===== src/rtl/mem_pkg.sv =====
// Shared encodings for the data memory unit: access sizes and controller states.
package mem_pkg;

    typedef enum logic [1:0] {
        SZ_BYTE = 2'b00,
        SZ_HALF = 2'b01,
        SZ_WORD = 2'b10,
        SZ_RSVD = 2'b11
    } size_t;

    typedef enum logic [1:0] {
        ST_IDLE = 2'b00,
        ST_BUSY = 2'b01,
        ST_DONE = 2'b10
    } state_t;

endpackage


===== src/rtl/mem_lane_align.sv =====
// Combinational byte-lane steering: store byte-enables and replicated data,
// load lane extraction with sign/zero extension, and alignment checking.
module mem_lane_align
    import mem_pkg::*;
(
    input  logic [1:0]  i_size,
    input  logic [1:0]  i_lane,
    input  logic        i_sign_ext,
    input  logic [31:0] i_wdata,
    input  logic [31:0] i_rword,
    output logic [3:0]  o_be,
    output logic [31:0] o_wdata_sh,
    output logic [31:0] o_load_val,
    output logic        o_misaligned
);

    logic [7:0]  w_byte;
    logic [15:0] w_half;

    assign w_byte = i_rword[{i_lane, 3'b000} +: 8];
    assign w_half = i_lane[1] ? i_rword[31:16] : i_rword[15:0];

    // Store data is replicated across lanes so the byte-enables alone pick the target.
    always_comb begin
        o_be         = 4'b0000;
        o_wdata_sh   = 32'h0;
        o_load_val   = 32'h0;
        o_misaligned = 1'b0;
        case (size_t'(i_size))
            SZ_BYTE: begin
                o_be       = 4'b0001 << i_lane;
                o_wdata_sh = {4{i_wdata[7:0]}};
                o_load_val = {{24{i_sign_ext & w_byte[7]}}, w_byte};
            end
            SZ_HALF: begin
                o_misaligned = i_lane[0];
                o_be         = i_lane[1] ? 4'b1100 : 4'b0011;
                o_wdata_sh   = {2{i_wdata[15:0]}};
                o_load_val   = {{16{i_sign_ext & w_half[15]}}, w_half};
            end
            SZ_WORD: begin
                o_misaligned = (i_lane != 2'b00);
                o_be         = 4'b1111;
                o_wdata_sh   = i_wdata;
                o_load_val   = i_rword;
            end
            default: ;
        endcase
    end

endmodule


===== src/rtl/data_mem_unit.sv =====
// MEM-stage data memory with req/ready/done handshake, configurable access
// latency, sized loads/stores and write-back select.
module data_mem_unit
    import mem_pkg::*;
#(
    parameter int DEPTH   = 64,
    parameter int LATENCY = 1
) (
    input  logic        clk,
    input  logic        reset,
    input  logic        req,
    input  logic        we,
    input  logic [1:0]  size,
    input  logic        sign_ext,
    input  logic [31:0] addr,
    input  logic [31:0] wdata,
    input  logic [31:0] alu_result,
    input  logic        mem_to_reg,
    output logic        ready,
    output logic        done,
    output logic        err,
    output logic [31:0] load_data,
    output logic [31:0] write_data
);

    localparam int AW = $clog2(DEPTH);
    localparam int CW = (LATENCY > 1) ? $clog2(LATENCY) : 1;

    state_t          r_state, w_state_next;
    logic [CW-1:0]   r_cnt, w_cnt_next;
    logic            r_we, r_sign_ext, r_err;
    logic [1:0]      r_size;
    logic [31:0]     r_addr, r_wdata, r_load_data;
    logic [31:0]     r_mem [DEPTH] = '{default: 32'h0};

    logic [AW-1:0]   w_idx;
    logic [31:0]     w_rword, w_wdata_sh, w_load_val;
    logic [3:0]      w_be;
    logic            w_misaligned, w_oor, w_err, w_finish, w_store;

    assign w_idx    = r_addr[AW+1:2];
    assign w_rword  = r_mem[w_idx];
    assign w_oor    = |r_addr[31:AW+2];
    assign w_err    = w_misaligned | w_oor | (r_size == SZ_RSVD);
    assign w_finish = (r_state == ST_BUSY) && (r_cnt == '0);
    assign w_store  = w_finish && r_we && !w_err;

    mem_lane_align u_align (
        .i_size       (r_size),
        .i_lane       (r_addr[1:0]),
        .i_sign_ext   (r_sign_ext),
        .i_wdata      (r_wdata),
        .i_rword      (w_rword),
        .o_be         (w_be),
        .o_wdata_sh   (w_wdata_sh),
        .o_load_val   (w_load_val),
        .o_misaligned (w_misaligned)
    );

    always_comb begin
        w_state_next = r_state;
        w_cnt_next   = r_cnt;
        case (r_state)
            ST_IDLE: if (req) begin
                w_state_next = ST_BUSY;
                w_cnt_next   = CW'(LATENCY - 1);
            end
            ST_BUSY: begin
                if (r_cnt == '0) w_state_next = ST_DONE;
                else             w_cnt_next   = r_cnt - 1'b1;
            end
            ST_DONE: w_state_next = ST_IDLE;
            default: w_state_next = ST_IDLE;
        endcase
    end

    always_ff @(posedge clk or posedge reset) begin
        if (reset) begin
            r_state     <= ST_IDLE;
            r_cnt       <= '0;
            r_we        <= 1'b0;
            r_size      <= 2'b00;
            r_sign_ext  <= 1'b0;
            r_addr      <= 32'h0;
            r_wdata     <= 32'h0;
            r_err       <= 1'b0;
            r_load_data <= 32'h0;
        end else begin
            r_state <= w_state_next;
            r_cnt   <= w_cnt_next;
            if (r_state == ST_IDLE && req) begin
                r_we       <= we;
                r_size     <= size;
                r_sign_ext <= sign_ext;
                r_addr     <= addr;
                r_wdata    <= wdata;
            end
            if (w_finish) begin
                r_err <= w_err;
                // Completed stores leave the last load result untouched.
                if (w_err)      r_load_data <= 32'h0;
                else if (!r_we) r_load_data <= w_load_val;
            end
        end
    end

    // The array has no reset: a reset only aborts the FSM, never the contents.
    always_ff @(posedge clk) begin
        if (w_store) begin
            for (int i = 0; i < 4; i++) begin
                if (w_be[i]) r_mem[w_idx][8*i +: 8] <= w_wdata_sh[8*i +: 8];
            end
        end
    end

    assign ready      = (r_state == ST_IDLE);
    assign done       = (r_state == ST_DONE);
    assign err        = r_err;
    assign load_data  = r_load_data;
    assign write_data = mem_to_reg ? r_load_data : alu_result;

endmodule


===== config.mk =====
export PLATFORM = sky130hd
export DESIGN_NAME = data_mem_unit
export DESIGN_NICKNAME = d
export VERILOG_FILES = /design/src/rtl/mem_pkg.sv /design/src/rtl/mem_lane_align.sv /design/src/rtl/data_mem_unit.sv
export SDC_FILE = /design/constraint.sdc
export NUM_CORES = 2
export LEC_CHECK = 0
export BUFFER_PORTS_ARGS = -buffer_cell sky130_fd_sc_hd__buf_2
export CORE_ASPECT_RATIO = 0.6
export CORE_MARGIN = 2
export CORE_UTILIZATION = 47
export CTS_CLUSTER_DIAMETER = 50
export DETAILED_ROUTE_END_ITERATION = 6
export GPL_TIMING_DRIVEN = 0
export PLACE_DENSITY = 0.64
export REMOVE_ABC_BUFFERS = 1
export SLEW_MARGIN = 20
export SYNTH_ARGS = -nofsm -noshare
export SYNTH_HDL_FRONTEND = slang
export SYNTH_SLANG_ARGS = --single-unit

===== constraint.sdc =====
create_clock -name clk -period 4.9 [get_ports clk]
set_input_delay 0 -clock clk [delete_from_list [all_inputs] [get_ports clk]]
set_output_delay 0 -clock clk [all_outputs]
set_load 0.1 [all_outputs]

* Word-level counts from Yosys, hierarchy flattened
Memory sizes are Yosys's and may differ from the RTL's.
Cells that the tools add are included.
** Word-level totals
- Register bits :: 104
- Bits in writable memories :: 2048
- Input port bits :: 104
- Output and inout bits :: 67
- Logic and storage cells :: 66
- Memories kept :: 1
** Operators by class
- Add/sub/neg operators :: 1
- Equal/unequal tests :: 8
- Shifts and indexed selects :: 2
- Multiplexer cells :: 27
- Bitwise logic cells :: 5
- Reductions and logical operators :: 13
** Memory list
- r_mem :: depth 64, bits a word 32, read ports 1, clocked after Yosys merged registers in 0, write ports 1, line data_mem_unit.sv:34 : logic [31:0] r_mem [DEPTH] = '{default: 32'h0};
** Operators by type and width (count)
- $pmux W32 S3 :: 2
- $mux W32 :: 3
- $shiftx A32 B6 Y8 :: 1
- $reduce_or A24 Y1 :: 1
- $mux W16 :: 1
- $mux W1 :: 14
- $pmux W4 S3 :: 1
- $eq A2 B2 Y1 const B :: 3
- $reduce_and A2 Y1 :: 3
- $eq A2 B1 Y1 const B :: 2
- $logic_and A1 B1 Y1 :: 4
- $logic_not A2 Y1 :: 2
- $mux W2 :: 2
- $mux W4 :: 1
- $ne A2 B2 Y1 const B :: 2
- $pmux W1 S2 :: 2
- $pmux W2 S2 :: 1
- $reduce_bool A2 Y1 :: 2
- $shl A1 B2 Y4 const A :: 1
- $and A1 B1 Y1 :: 2
- $ne A2 B1 Y1 const B :: 1
- $or A1 B1 Y1 :: 2
- $logic_not A1 Y1 :: 1
- $not A1 Y1 :: 1
- $sub A1 B1 Y1 const B :: 1

* Depth between registers and ports, before layout
- Word-level depth :: 8
- Mapped depth :: 15

* Hierarchy
A second synthesis with hierarchy kept.
** Second synthesis, totals
- Cell total of the unflattened synthesis :: 5145
- Area total of the unflattened synthesis :: 84658.7 um^2
** Modules (own cells, without submodules)
- data_mem_unit :: times used 1, cells each 4919, area an instance 83162.3 um^2, sequential area each 64076.5 um^2
- mem_lane_align :: times used 1, cells each 226, area an instance 1496.4 um^2, sequential area each 0.0 um^2

* Worst setup path after synthesis
No wires, ideal clock.
- Kind :: reg2reg
- From :: register r_size[0]
- To :: memory r_mem[0][14] (data pin)
- Setup time :: 0.548 ns
- Arrival time :: 3.419 ns
- Setup slack :: 0.934 ns
- Stages on the path, launching flop included :: 8
- Buffers on the path :: 3
- Path through :: dfrtp_1 -> inv_1 -> ha_1 -> clkbuf_1 -> clkbuf_1 -> buf_1 -> nand2_1 -> a21oi_1
** On the way
- Word-level cells in the longest chain between the ends :: 2
- Elaborated cells on any way between the ends :: 4
- Classes of those cells :: 2 x eq/ne; 1 x mux; 1 x reduce/logical
** Ends and longest elaborated chain
- start: declaration :: line data_mem_unit.sv:32 : logic [1:0] r_size;
- start signal: assignment :: line data_mem_unit.sv:93 : r_size <= size;
- $eq A2 B2 Y1 (tied with other cells) :: line mem_lane_align.sv:29 : case (size_t'(i_size))
- $pmux W32 S3 * :: line mem_lane_align.sv:29
- net u_align.o_wdata_sh[14] :: line mem_lane_align.sv:12 : output logic [31:0] o_wdata_sh,
- end: declaration :: line data_mem_unit.sv:34
Mark *: on every way through the listed nets, which the timed path passes. The rest lies on a longest branch.

* Worst setup path after layout
- From :: register r_addr[4]
- To :: register r_load_data[4] (netlist: load_data[4])
** On the way
- Word-level cells in the longest chain between the ends :: 5
- Elaborated cells on any way between the ends :: 6
- Classes of those cells :: 1 x shift; 4 x mux; 1 x memory
** Ends and longest elaborated chain
- start: declaration :: line data_mem_unit.sv:33 : logic [31:0] r_addr, r_wdata, r_load_data;
- start signal: assignment :: line data_mem_unit.sv:95 : r_addr <= addr;
- $mem_v2 Z64 W32 *
- $shiftx A32 B6 Y8 or $mux W16 (tied branches) :: line mem_lane_align.sv:20, mem_lane_align.sv:21
- $pmux W32 S3 * :: line mem_lane_align.sv:29
- $mux W32 * :: line data_mem_unit.sv:102 : else if (!r_we) r_load_data <= w_load_val;
- $mux W32 * :: line data_mem_unit.sv:101 : if (w_err) r_load_data <= 32'h0;
- end signal: assignment :: line data_mem_unit.sv:102
- end: declaration :: line data_mem_unit.sv:33
Mark *: on every way between the ends. The rest lies on a longest branch, timed or not. The select of a mux whose other input is x is not followed.
A chain may end at the register's enable or synchronous reset.

==> metrics.yaml <==
place:
  place_ws_ps: -688.3
  hpwl_um: 192800
  place_area_um2: 90400
  port_buffers: 170
  place_congestion: 0.9410
grt:
  grt_pass1_vias: 49860
  antenna_found_initial: 11
  overflow: 0
  grt_max_degree: 65
  grt_pass1_wl_um: 401000
  gr-usage-all-layers_pct: 31.65
routing:
  dr.pass1.iters: 7
  postRouteAntennaNets: 0
  drt-initial-drc-count: 9295
  wirelength_um: 294400
  drc: 0
  vias: 52910
  viasPerCell: 6.728
  routedWlPerCell_um: 37.44
setup_path:
  cp-start-kind: "flip-flop"
  critPathCaptureType: "flip-flop"
  path_max_fanout: 49
  path_class: "reg2reg"
  cp.arrival_ps: 5810
  reg2regPathDepth: 12
  cp.required_ps: 5650
synthesis:
  synthArstFlopShare_pct: 4.788
  yosysWarnings: 0
  synth_seq_area_share_pct: 76.30
  synth_cells: 4909
  syn_area_per_cell_um2: 17.11
  yosysUniqueCellTypes: 91
  yosys_most_used_dff: "edfxtp_1"
  synth_area_um2: 83980
  synth-seq-cells: 2151
  synth-edff-count: 2048
hold_path:
  hold_depth: 4
  hold_path_class: "in2reg"
clock_network:
  cts_buffers: 196
  cts-root-buf: "clkbuf_16"
  cts_sinks: 2151
  clkLatencyLatePin_ps: 870
  clk_path_buf_depth: 4
  clk_pin_slew_worst_paths_ps: 70
  htree_levels: 4
  cts_tree: "yes"
layout:
  stdcell_area_um2: 99100
  final_cell_mix: "2048 x edfxtp_1, 399 x a22oi_1, 212 x nand2_1, 212 x nor2_2, 200 x clkbuf_16"
  areaGrowthSynthToFinish_pct: 18.00
  nNetsFinal: 5426
  layout_commonest_cell: "edfxtp_1"
  drive_gt1_share_pct: 22.81
sta:
  hold_violations: 0
  setup_violations: 73
  worst_slack_ps: -163.1
  maxSlewHeadroom_pct: 17.70
  rsz0062_at_grt: "true"
  worst_slew_pin_slew_ps: 1234
  tns_ps: -2598
  slew_viol_final: 0
  finalCriticalPeriod_ps: 5063
  finalCritPeriodShare_pct: 103.3
  finClkSkew_ps: 64.39
  max_freq_mhz: 197.5
  whs_ps: 122.9
floorplanning:
  die_w_um: 549.7
  io_pins: 171
  coreArea_um2: 177900
  start_util_pct: 47.20
  die_y_um: 331.4
  rows: 120
  die_area_um2: 182200
power_and_ir_drop:
  p_switching_mw: 16.34
  swShare_pct: 31.81
  powerDensity_nw_per_um2: 518.4
  pwr-share-clk_pct: 29.7
  seqPwrFrac_pct: 44.3
  p_leak_nw: 31.59
  ir_worst_vdd_mv: 0.4097
  internal-power_mw: 35.03
  comb_power_share_pct: 26.0
run:
  drv_cap: 0
status:
  violations: "negative setup slack"
  status: "complete, but fails checks"
Yosys cell counts, types with 33 or more instances:
cell type,number,area (um2)
nor2_1,330,1239
nand4_1,34,212.7
buf_1,45,168.9
buf_4,34,255.2
mux2i_1,160,1602
mux4_2,78,1757
mux2_2,166,1869
a31oi_1,42,262.8
a221o_1,33,330.3
a22oi_1,399,2995
nand3_1,38,190.2
a21oi_1,129,645.6
o22ai_1,41,256.5
clkbuf_1,125,469.2
dfrtp_1,103,2577
edfxtp_1,2048,61500
a22o_1,70,613.1
nand2_1,220,825.8
a221oi_1,123,1077
o21ai_0,84,420.4
buf_2,115,575.6
per-layer routing:
metal	up-vias	track usage [%]	wire length, um
li1	20880	-	-
met1	27120	43.36	110100
met2	4178	42.25	118600
met3	721	15.63	50850
met4	14	13.65	14510
met5	-	0.8373	309
path summary, 6_finish.rpt:
check | to | slack (ps) | start
setup / recovery | load_data[4] | -160 | r_addr[4]
hold / removal | r_addr[1] | 120 | addr[1]
setup reg to reg | load_data[4] | -160 | r_addr[4]
hold reg to reg | r_addr[14] | 510 | r_addr[14]
max in group asynchronous | load_data[20] | 3730 | reset
min in group asynchronous | r_wdata[8] | 410 | reset
power by group through the flow:
stage	combinational (mW)	clock [mW]	sequential, mW
finish	13.3	15.3	22.8
global route	13.5	16.0	22.8
CTS	12.6	15.2	22.8
detailed placement	12.3	0	23.1
global placement	10.1	0	24.2
floorplan	5.59	0	23.5
critical path, cell delays in order, from the launching register on:
cell and delay (ps):
dfrtp_4 710, buf_16 320, buf_16 280, and3b_4 450, buf_16 290, buf_12 220, a22oi_1 220, a21oi_1 120
a211oi_1 790, nand4_1 500, a22oi_1 420, o211ai_1 160, a22o_1 250
through the flow:
stage          instances  util (%)  power, mW
2_1_floorplan       4557         -      29.06
3_3_place_gp        7106     48.32      34.30
3_5_place_dp        7318     50.81      35.45
4_1_cts             7847     55.46      50.56
5_1_grt             7854     55.68      52.24
6_report            7864     55.70      51.37
state kept, by name, indices dropped and copies added, names as in the netlist:
name and flops:
err 1, load_data 32, r_addr 32, r_mem 2048, r_sign_ext 1, r_size 2, r_state 2, r_wdata 32
r_we 1
cell families after synthesis:
family	synth area share [%]
AO/OA/AOI/OAI	10.43
adder cells (fa/ha/maj)	0.05960
buffers and inverters	2.259
flip-flops	76.30
multiplexers	6.332
AND/OR/NAND/NOR	4.621
final cells by class:
cell class / instances / area, um2
Clock inverter: 84 / 788.3
Timing Repair Buffer: 562 / 6565
Antenna cell: 10 / 25.02
Sequential cell: 2151 / 64090
Clock buffer: 271 / 5381
Fill cell: 13570 / 78820
Tap cell: 2379 / 2977
Multi-Input combinational cell: 2393 / 19200
Inverter: 14 / 72.57
what timing repair did:
item | CTS | global route
setup endpoints to repair | 2068 | 1601
setup buffers | 2 | 6
endpoints found under the hold margin | 172 | 0
hold buffers | 172 | 0
cloned | 0 | 1
pin swaps | 2 | 3
gates resized for setup | 140 | 94
Note: power is estimated with default switching activity, not from simulation.
